**src/rtl/vreg_wb_if.sv**
```systemverilog
// vreg_wb_if: requester handshakes and register-file write port of the write-back arbiter
interface vreg_wb_if #(
   parameter int DATA_W = 32,
   parameter int ADDR_W = 5
);
   logic [2:0]        req_valid;
   logic [2:0]        req_ready;
   logic [ADDR_W-1:0] req_addr0;
   logic [ADDR_W-1:0] req_addr1;
   logic [ADDR_W-1:0] req_addr2;
   logic [DATA_W-1:0] req_data0;
   logic [DATA_W-1:0] req_data1;
   logic [DATA_W-1:0] req_data2;
   logic              reg_write;
   logic [ADDR_W-1:0] write_reg;
   logic [DATA_W-1:0] write_data;
   logic [31:0]       pend_mask;
   logic [1:0]        grant_id;
   modport master (
      output req_valid, req_addr0, req_addr1, req_addr2, req_data0, req_data1, req_data2,
      input  req_ready, reg_write, write_reg, write_data, pend_mask, grant_id
   );
   modport slave (
      input  req_valid, req_addr0, req_addr1, req_addr2, req_data0, req_data1, req_data2,
      output req_ready, reg_write, write_reg, write_data, pend_mask, grant_id
   );
endinterface

```
**src/rtl/vreg_wb_arbiter.sv**
```systemverilog
// vreg_wb_arbiter: round-robin arbiter of three producers onto the vector register file write port
module vreg_wb_arbiter #(
   parameter int DATA_W = 32,
   parameter int ADDR_W = 5
) (
   input logic      clk,
   input logic      rst,
   input logic      hold,
   vreg_wb_if.slave bus
);
   logic [1:0]        rr_ptr, c0, c1, c2, gnt;
   logic [3:0]        v;
   logic              xfer;
   logic [ADDR_W-1:0] g_addr, ob_addr;
   logic [DATA_W-1:0] g_data, ob_data;
   logic              ob_valid;
   // search from rr_ptr onward; grant id 3 means nobody, which also shifts ready to zero
   always_comb begin
      v      = {1'b0, bus.req_valid};
      c0     = rr_ptr;
      c1     = rr_ptr == 2'd2 ? 2'd0 : rr_ptr + 2'd1;
      c2     = rr_ptr == 2'd0 ? 2'd2 : rr_ptr - 2'd1;
      gnt    = (rst || hold) ? 2'd3 : v[c0] ? c0 : v[c1] ? c1 : v[c2] ? c2 : 2'd3;
      xfer   = gnt != 2'd3;
      g_addr = gnt == 2'd0 ? bus.req_addr0 : gnt == 2'd1 ? bus.req_addr1 : bus.req_addr2;
      g_data = gnt == 2'd0 ? bus.req_data0 : gnt == 2'd1 ? bus.req_data1 : bus.req_data2;
   end
   assign bus.req_ready = 3'b001 << gnt;
   assign bus.grant_id  = gnt;
   // output stage takes the granted write and empties on idle cycles; pointer moves past the winner
   always_ff @(posedge clk) begin
      if (rst) begin
         rr_ptr   <= 2'd0;
         ob_valid <= 1'b0;
         ob_addr  <= '0;
         ob_data  <= '0;
      end else begin
         ob_valid <= xfer;
         ob_addr  <= xfer ? g_addr : '0;
         ob_data  <= xfer ? g_data : '0;
         if (xfer) rr_ptr <= gnt == 2'd2 ? 2'd0 : gnt + 2'd1;
      end
   end
   // a write caught in the output stage while reset is high is suppressed so it never commits
   assign bus.reg_write  = ob_valid && (ob_addr != '0) && !rst;
   assign bus.write_reg  = ob_addr;
   assign bus.write_data = ob_data;
   assign bus.pend_mask  = bus.reg_write ? 32'd1 << ob_addr : 32'd0;
endmodule

```
**src/flat_wrapper.sv**
```systemverilog
// flat-port wrapper written by rule: the top's interface ports become plain ports
module vreg_wb_arbiter_flat 
#(
   parameter int DATA_W = 32,
   parameter int ADDR_W = 5
)
  (clk, rst, hold, bus_req_valid, bus_req_addr0, bus_req_addr1, bus_req_addr2, bus_req_data0, bus_req_data1, bus_req_data2, bus_req_ready, bus_reg_write, bus_write_reg, bus_write_data, bus_pend_mask, bus_grant_id);
  vreg_wb_if #(.DATA_W(DATA_W), .ADDR_W(ADDR_W)) bus_i ();
  input logic clk;
  input logic rst;
  input logic hold;
  input wire logic [$bits(bus_i.req_valid)-1:0] bus_req_valid;
  input wire logic [$bits(bus_i.req_addr0)-1:0] bus_req_addr0;
  input wire logic [$bits(bus_i.req_addr1)-1:0] bus_req_addr1;
  input wire logic [$bits(bus_i.req_addr2)-1:0] bus_req_addr2;
  input wire logic [$bits(bus_i.req_data0)-1:0] bus_req_data0;
  input wire logic [$bits(bus_i.req_data1)-1:0] bus_req_data1;
  input wire logic [$bits(bus_i.req_data2)-1:0] bus_req_data2;
  output wire logic [$bits(bus_i.req_ready)-1:0] bus_req_ready;
  output wire logic [$bits(bus_i.reg_write)-1:0] bus_reg_write;
  output wire logic [$bits(bus_i.write_reg)-1:0] bus_write_reg;
  output wire logic [$bits(bus_i.write_data)-1:0] bus_write_data;
  output wire logic [$bits(bus_i.pend_mask)-1:0] bus_pend_mask;
  output wire logic [$bits(bus_i.grant_id)-1:0] bus_grant_id;
  assign bus_i.req_valid = bus_req_valid;
  assign bus_i.req_addr0 = bus_req_addr0;
  assign bus_i.req_addr1 = bus_req_addr1;
  assign bus_i.req_addr2 = bus_req_addr2;
  assign bus_i.req_data0 = bus_req_data0;
  assign bus_i.req_data1 = bus_req_data1;
  assign bus_i.req_data2 = bus_req_data2;
  assign bus_req_ready = bus_i.req_ready;
  assign bus_reg_write = bus_i.reg_write;
  assign bus_write_reg = bus_i.write_reg;
  assign bus_write_data = bus_i.write_data;
  assign bus_pend_mask = bus_i.pend_mask;
  assign bus_grant_id = bus_i.grant_id;
  vreg_wb_arbiter #(.DATA_W(DATA_W), .ADDR_W(ADDR_W)) u_core (.clk(clk), .rst(rst), .hold(hold), .bus(bus_i));
endmodule
```
**config.mk**
```make
export PLATFORM = sky130hd
export DESIGN_NAME = vreg_wb_arbiter_flat
export DESIGN_NICKNAME = d
export VERILOG_FILES = /design/src/rtl/vreg_wb_if.sv /design/src/rtl/vreg_wb_arbiter.sv /design/src/flat_wrapper.sv
export SDC_FILE = /design/constraint.sdc
export NUM_CORES = 1
export LEC_CHECK = 0
export BUFFER_PORTS_ARGS = -buffer_cell sky130_fd_sc_hd__buf_2
export CORE_MARGIN = 2
export CORE_UTILIZATION = 41
export CTS_CLUSTER_SIZE = 20
export DETAILED_ROUTE_END_ITERATION = 10
export GPL_TIMING_DRIVEN = 0
export PLACE_DENSITY = 0.86
export RECOVER_POWER = 25
export SLEW_MARGIN = 20
export SYNTH_ARGS = -nofsm -noshare
export SYNTH_HDL_FRONTEND = slang
export SYNTH_SLANG_ARGS = --single-unit
export TNS_END_PERCENT = 1
```
**constraint.sdc**
```tcl
create_clock -name clk -period 3.6 [get_ports clk]
set_input_delay 0.54 -clock clk [delete_from_list [all_inputs] [get_ports clk]]
set_output_delay 0.54 -clock clk [all_outputs]
set_load 0.02 [all_outputs]
```
==> results.toml, run 1 <==
[final_layout]
syn2layout_area_growth_pct = 49.0
instances_no_fill = 484
drive_above_1_share_pct = 49.5
final_cell_area_um2 = 3330
n_antenna_cell = 0
fin_nets = 533
largest_register_ffs = 32

[timing]
max_freq_mhz = 320
finalSetupTns_ns = 0
clock_skew_ns = 0.00565
min_period_ns = 3.13
worst_slack_ns = 0.472
max_slew_margin_pct = 52.7
finalCritPeriodShare_pct = 86.9
tightestPinTransition_ns = 0.709
rsz0062_at_grt = "false"
finalHoldViolations = 0
slew_violations = 0
setup_violations = 0

[logic_synthesis]
syn_area_per_cell_um2 = 10.3
ys_ff_latch = 40
synthTopCellsByArea = "dfxtp_1 36%, mux2i_1 19%, o2bb2ai_2 13%, o2bb2ai_1 6.7%, nor2_1 6.2%"
synth_most_common_cell = "mux2i_1"
yosysWarningCount = 0
synth_ff_type = "dfxtp_1"
synth_edf_count = 0
postSynth.asyncResetShare_pct = 0
synth_common_cells = "43 x mux2i_1, 40 x dfxtp_1, 37 x nor2_1"
synth_top_area_share_pct = 35.8
ys_types = 35
syn-instance-count = 216
synth_top_area_cell = "dfxtp_1"
syn-cell-area_um2 = 2230
seq_area_frac_synth_pct = 35.8
syn_nets = 336

[placement]
dp.cells = 476
place.gp.congestion = 0.794
dp_hpwl_um = 5500
place_ws_ns = 0.783
placed_cell_area_um2 = 3270
port-buffer-count = 190

[setup_path]
crit_required_ns = 3.06
ff2ff_path_depth = 7
worstPathArrival_ns = 2.59
rrSetupSlack_ns = 1.14
crit_path_start_kind = "flip-flop"
r2r-start = "u_core.c0[0]"
crit_end = "bus_req_ready[0]"
cp-end-kind = "output pin"
worstPathMaxFanout = 10
worstSetupStartpoint = "u_core.c0[0]"
crit_type = "flip-flop to output pin"
r2r_end = "u_core.bus.write_data[27]"

[flow_run]
cap_violations = 0

[die]
core_area_um2 = 5170
die_width_um = 77.8
die_area_um2 = 6060
die_height_um = 77.8
ios = 192
num_rows = 26
initial_core_util_pct = 43.2

[global_route]
use_met3_pct = 5.70
grt_use_total_pct = 21.9
grt.met1_usage_pct = 22.6
grt_pass1_vias = 2285
grt_pass1_wl_um = 10700
grt_use_met2_pct = 43.0
grt_max_degree = 13
grt-busiest-layer = "met2"
antenna_found_initial = 0
overflow = 0

[cts]
hold_buffers = 0
postCtsSetupBuffers = 0
cts_tree = "built"
cts.clk_slew.worst_paths_ns = 0.08
ctsRootBufferMaster = "clkbuf_8"
cts_sinks = 40
cts_buffers = 5
clockBufferDepth = 2
cts.repair.resized = 0
cts_max_level = 2
clk_latency_ns = 0.28

[power]
power_leakage_nw = 1.57
powerDensity_nw_per_um2 = 402
vdd_drop_max_uv = 238
power.total_mw = 1.34

[route]
drc = 0
postRouteAntennaNets = 0
drt-pass1-iter-count = 4
wire_per_inst_um = 13.9
wirelength_um = 6730
drt_iter0_markers = 45
viasPerCell = 4.81
vias = 2326

[run_status]
status = "finished, final reports clean"

[worst_hold_path]
min_delay_path_depth = 2
min_path_type = "input port to flip-flop"
## cell families after synthesis
kind of cell | after synthesis | synth area share (%)
buf+inv | 22 | 7.05
mux | 43 | 19.3
flops | 40 | 35.8
simple gates | 60 | 12.4
compound gates | 47 | 23.6
other cells | 1 | 0.168
fa+ha+maj | 3 | 1.68
## critical path: stages (launching register included)
cell and delay [ns]:
dfxtp_1 0.47, inv_1 0.13, ha_1 0.33, mux2i_1 0.19, o22ai_1 0.11, a31oi_2 0.41, clkbuf_1 0.40, nor2_1 0.10
buf_2 0.17
## per-layer routing
metal | wire (um) | vias to the layer above
met5 | 0 | -
met4 | 118 | 0
met3 | 583 | 10
met2 | 3580 | 121
met1 | 2450 | 1018
li1 | - | 1177
## worst min-delay path by stage
stage                            from                        end
finish              bus_req_data1[19]  u_core.bus.write_data[19]
global route        bus_req_data1[12]  u_core.bus.write_data[12]
CTS                 bus_req_data1[19]  u_core.bus.write_data[19]
detailed placement       u_core.c0[0]               u_core.c0[0]
global placement         u_core.c0[0]               u_core.c0[0]
floorplan                u_core.c0[0]               u_core.c0[0]
## placed cells by master, fill, tap and decap left out, drive strengths merged, types with 3 or more instances in the layout
master / count
buf: 173
nand2: 5
o2bb2ai: 37
inv: 5
nand3: 3
mux2i: 43
clkbuf: 40
nand2b: 3
nor2: 37
ha: 3
nand3b: 4
dfxtp: 40
## final cells by class
type	instances	area [um2]
flip-flops and latches	40	801
plain buffers	17	139
repair buffers	190	916
clock inverters	2	10.0
clock buffers	6	82.6
multi-input cells	154	1280
well taps	70	87.6
fillers	467	1840
inverters	5	18.8
## power breakdown
group | internal [mW] | total (mW) | switching, mW | leakage, nW
combinational | 0.211 | 0.506 | 0.295 | 1.19
clock | 0.153 | 0.301 | 0.149 | 0.0510
sequential | 0.506 | 0.533 | 0.0269 | 0.331
## metrics by stage
stage | util (%) | hold slack, ns
after global placement | 63.3 | 0.565
after detailed placement | 63.3 | 0.592
after CTS | 65.1 | 0.441
final | 64.4 | 0.451
after floorplan | - | 0.545
after global routing | 64.4 | 0.437
No activity file was read; power rests on OpenSTA's default activity.
==> run 2: changes to the inputs <==
MAX_ROUTING_LAYER = met4   (was default)
==> run 2 against run 1 <==
Compared with the run above:
- register-to-register slack better by 0.02 ns
- power about the same
- first-iteration DRC count is 16% higher
- utilization unchanged
==> results.toml, run 2 (synthesized netlist as in run 1, its figures left out) <==
[cts]
cts_buffers = 5
postCtsSetupBuffers = 0
cts_sinks = 40
clk_latency_ns = 0.28
clockBufferDepth = 2
cts.clk_slew.worst_paths_ns = 0.08
hold_buffers = 0
cts.repair.resized = 0
cts_tree = "built"
ctsRootBufferMaster = "clkbuf_8"
cts_max_level = 2

[worst_hold_path]
min_delay_path_depth = 2
min_path_type = "input port to flip-flop"
hold_path_end = "u_core.bus.write_data[19]"
hp-start = "bus_req_data1[19]"

[timing]
rsz0062_at_grt = "false"
max_slew_margin_pct = 54.2
min_period_ns = 3.13
max_freq_mhz = 320
finalSetupTns_ns = 0
setup_violations = 0
finalHoldViolations = 0
clock_skew_ns = 0.00583
finalCritPeriodShare_pct = 86.9
slew_violations = 0
tightestPinTransition_ns = 0.688

[route]
drc = 0
viasPerCell = 4.81
postRouteAntennaNets = 0
wirelength_um = 6720
wire_per_inst_um = 13.9
drt-pass1-iter-count = 4
drt_iter0_markers = 52
vias = 2326

[final_layout]
instances_no_fill = 484
fin_nets = 533
drive_above_1_share_pct = 49.5
final_cell_mix = "163 x buf_2, 43 x mux2i_1, 40 x dfxtp_1, 37 x nor2_1, 33 x clkbuf_1"
multi_input_area_um2 = 1280
n_antenna_cell = 0
fillers = 467
final_common_cell = "buf_2"
syn2layout_area_growth_pct = 49.0
largest_register_ffs = 32
regArea_um2 = 801
final_cell_area_um2 = 3330

[setup_path]
r2r_end = "u_core.bus.write_data[27]"
worstPathMaxFanout = 10
crit_path_start_kind = "flip-flop"
worstPathArrival_ns = 2.59
cp_slowest_cell = "dfxtp_1"
ff2ff_path_depth = 7
r2r-start = "u_core.c0[0]"
cp-end-kind = "output pin"
crit_chain = "inv_1 -> ha_1 -> mux2i_1 -> o22ai_1 -> a31oi_2 -> clkbuf_1 -> nor2_1 -> buf_2"
slowest_delay_ns = 0.47
rrSetupSlack_ns = 1.16
crit_required_ns = 3.06
crit_type = "flip-flop to output pin"

[global_route]
grt_pass1_vias = 2293
antenna_found_initial = 0
grt_use_total_pct = 22.5
grt_pass1_wl_um = 10700
grt_max_degree = 13
overflow = 0

[die]
die_width_um = 77.8
ios = 192
die_area_um2 = 6060
num_rows = 26
core_area_um2 = 5170
die_height_um = 77.8
initial_core_util_pct = 43.2

[flow_run]
cap_violations = 0

[power]
vdd_drop_max_uv = 238
power_leakage_nw = 1.57
powerDensity_nw_per_um2 = 402

[placement]
port-buffer-count = 190
place.gp.congestion = 0.805
dp_hpwl_um = 5500
placed_cell_area_um2 = 3270
dp.cells = 476

[run_status]
status = "finished, final reports clean"
run 2: power by group:
group | switching [mW] | internal (mW)
clock network | 0.149 | 0.153
registers | 0.0270 | 0.506
logic | 0.295 | 0.211
total | 0.470 | 0.870
run 2: how the worst max path moves through the flow:
stage	slack, ns	start	cells past startpoint	to
after floorplan	1.01	u_core.c0[0]	7	bus_req_ready[0]
after global placement	0.83	u_core.c0[1]	8	bus_req_ready[1]
after detailed placement	0.78	u_core.c0[0]	8	bus_req_ready[0]
after CTS	0.46	u_core.c0[0]	8	bus_req_ready[0]
after global routing	0.21	u_core.c0[1]	8	bus_req_ready[0]
final	0.47	u_core.c0[0]	8	bus_req_ready[0]
run 2: area by class of cell:
class	count	area share, %
well taps	70	2.63
plain buffers	17	4.17
repair buffers	190	27.5
clock inverters	2	0.301
inverters	5	0.563
multi-input cells	154	38.3
flip-flops and latches	40	24.0
clock buffers	6	2.48
run 2: per-stage QoR:
| step | utilization (%) | worst slack (ns) | hold WS, ns | total power [mW] |
|---|---|---|---|---|
| after CTS | 65.1 | 0.455 | 0.441 | 1.37 |
| after detailed placement | 63.3 | 0.783 | 0.592 | 1.06 |
| after floorplan | - | 1.01 | 0.545 | 0.878 |
| final | 64.4 | 0.472 | 0.451 | 1.34 |
| after global placement | 63.3 | 0.833 | 0.565 | 1.05 |
| after global routing | 64.4 | 0.211 | 0.437 | 1.42 |
run 2: critical path, delay by kind of cell (launching register included):
kind                       cells  cell delay, ns
and+or+nand+nor                1            0.09
AOI/OAI and AO/OA              2            0.52
adders and majority gates      1            0.33
buffers and inverters          3            0.70
muxes                          1            0.19
DFF                            1            0.47
run 2: routing by layer:
layer,share of wire [%],global-route usage [%]
met3,7.5,4.65
met2,53,43.2
met4,1.7,5.36
met5,0,-
met1,37,23.1
==> run 3: changes to the inputs <==
ABC_AREA = 1   (was default)
CORE_UTILIZATION = 46   (was 41)
PLACE_DENSITY = 0.87   (was 0.86)
==> run 3 against run 2 <==
Compared with the run above:
- design area rose by 19%
- sequential cell count unchanged
- register-to-register slack gained 0.24 ns
- sequential share of layout area shrank 3.8 points
- die area is 14% higher
- count of clock-buffer cells in the layout unchanged
- largest power group unchanged
- global-route usage grew 3.3 points
- first-iteration DRC count grew to 3.0 times the previous value
- critical path depth increased by 5
- clock power down 6%
- synthesized area grew 28%
==> results.toml, run 3 <==
[route]
vias = 3705
viasPerCell = 4.70
drt_iter0_markers = 157
drc = 0
postRouteAntennaNets = 0
wire_per_inst_um = 11.5
drt-pass1-iter-count = 5
wirelength_um = 9050

[final_layout]
fin_nets = 833
utilization_pct = 66.4
largest_register_ffs = 32
n_antenna_cell = 0
fillers = 598
syn2layout_area_growth_pct = 37.9
final_common_cell = "buf_2"
drive_above_1_share_pct = 28.3
final_cell_mix = "178 x buf_2, 126 x inv_1, 111 x nor2_1, 94 x nand2_1, 77 x a21oi_1"

[timing]
setup_violations = 0
slew_violations = 0
clock_skew_ns = 0.00785
max_freq_mhz = 349
rsz0062_at_grt = "false"
finalSetupTns_ns = 0
finalCritPeriodShare_pct = 79.5
finalHoldViolations = 0
holdWs_ns = 0.456
min_period_ns = 2.86
worst_slack_ns = 0.737

[cts]
ctsRootBufferMaster = "clkbuf_8"
cts_sinks = 40
clk_latency_ns = 0.28
cts_tree = "built"
cts_buffers = 5
hold_buffers = 0
clockBufferDepth = 2
postCtsSetupBuffers = 0
cts.repair.resized = 0
cts_max_level = 2
cts.clk_slew.worst_paths_ns = 0.07

[logic_synthesis]
synth-simple-area-share_pct = 32.2
syn_nets = 636
ys_types = 23
synth_top_family_by_area = "simple AND/OR/NAND/NOR gates"
synth_ff_type = "dfxtp_1"
synthAdderAreaFrac_pct = 1.31
syn-cell-area_um2 = 2870
synth_edf_count = 0
synth_most_common_cell = "inv_1"
synth_xor_area_share_pct = 0
yosysWarningCount = 0
syn-instance-count = 516
synth_top_area_share_pct = 27.9
synth_top_area_cell = "dfxtp_1"
synthTopCellsByArea = "dfxtp_1 28%, inv_1 17%, nor2_1 15%, a21oi_1 13%, nand2_1 12%"
synth_compound_area_share_pct = 14.6
synth_common_cells = "126 x inv_1, 111 x nor2_1, 94 x nand2_1"
postSynth.asyncResetShare_pct = 0
ys_ff_latch = 40
muxShareOfSynthArea_pct = 0
seq_area_frac_synth_pct = 27.9
syn_area_per_cell_um2 = 5.55

[global_route]
antenna_found_initial = 0
overflow = 0
grt_max_degree = 12
grt_use_total_pct = 25.8
grt_pass1_vias = 3519
grt_pass1_wl_um = 14700

[die]
die_height_um = 82.9
num_rows = 28
ios = 192
die_width_um = 82.9
die_area_um2 = 6880
initial_core_util_pct = 48.1
core_area_um2 = 5960

[placement]
place_ws_ns = 1.06
port-buffer-count = 190
dp_hpwl_um = 7190
place.gp.congestion = 1.02

[setup_path]
slowest_delay_ns = 0.44
worstPathArrival_ns = 2.32
path_buf_inv = 4
crit_path_start_kind = "flip-flop"
cp_slowest_cell = "dfxtp_1"
crit_type = "flip-flop to output pin"
cp-end-kind = "output pin"
worstPathMaxFanout = 10
cp_top_family = "simple AND/OR/NAND/NOR gates"
critPathMostFrequentCell = "nand2_1"
crit_chain = "inv_1 -> ha_1 -> nor2_1 -> nor2_1 -> nand2_1 -> nand3_1 -> nand2_1 -> nand2_1 -> nand2_2 -> buf_2 -> nand2_1 -> inv_1 -> buf_2"
crit_required_ns = 3.06

[power]
power.total_mw = 1.22
vdd_drop_max_uv = 200
powerDensity_nw_per_um2 = 309
power_leakage_nw = 2.39

[worst_hold_path]
min_path_type = "input port to flip-flop"

[run_status]
status = "finished, final reports clean"

[flow_run]
cap_violations = 0
run 3: cell types whose count changed after synthesis, moves of 12 or more:
| cell | previous run | this run |
|---|---|---|
| a21oi_1 | 2 | 77 |
| buf_2 | 1 | 16 |
| inv_1 | 4 | 126 |
| mux2i_1 | 43 | 0 |
| nand2_1 | 5 | 94 |
| nand4_1 | 0 | 12 |
| nor2_1 | 37 | 111 |
| o2bb2ai_1 | 17 | 0 |
| o2bb2ai_2 | 20 | 0 |
run 3: cell families after synthesis:
family	Yosys count
adders and majority gates	3
buffers and inverters	160
AOI/OAI and AO/OA	81
DFF	40
and+or+nand+nor	231
other	1
run 3: path summary, 6_finish.rpt:
kind,slack (ns),to,start,depth (start not counted)
worst max-delay path,0.74,bus_req_ready[1],u_core.c0[0],13
worst min register to register,0.58,u_core.c0[0],u_core.c0[0],2
worst min-delay path,0.46,u_core.c0[0],rst,2
worst max register to register,1.40,u_core.bus.write_data[5],u_core.c0[0],14
run 3: metrics by stage:
step	instances	instance area, um2
after floorplan	516	2870
after global placement	781	3910
after detailed placement	781	3910
after CTS	788	3990
after global routing	788	3950
final	788	3950
run 3: layer usage:
layer  share of wire (%)  global-route usage, %  up-vias  wire [um]
li1                    -                      -     1908          -
met1                  40                   27.8     1613       3590
met2                  52                   48.2      178       4680
met3                 7.8                   4.77        6        704
met4                0.77                   6.86        0         70
met5                   0                      -        -          0
run 3: power by group:
group	internal, mW	switching, mW
logic	0.163	0.277
registers	0.485	0.0138
clock network	0.132	0.152
run 3: cell type report:
| type | instances | area, um2 | share of cell area (%) |
|---|---|---|---|
| inverter | 128 | 480 | 12.2 |
| sequential | 40 | 801 | 20.3 |
| tap | 75 | 93.8 | 2.37 |
| timing repair buffer | 190 | 916 | 23.2 |
| multi-input combinational | 316 | 1380 | 35.0 |
| clock inverter | 1 | 5.00 | 0.127 |
| clock buffer | 6 | 72.6 | 1.84 |
| buffer | 32 | 200 | 5.06 |
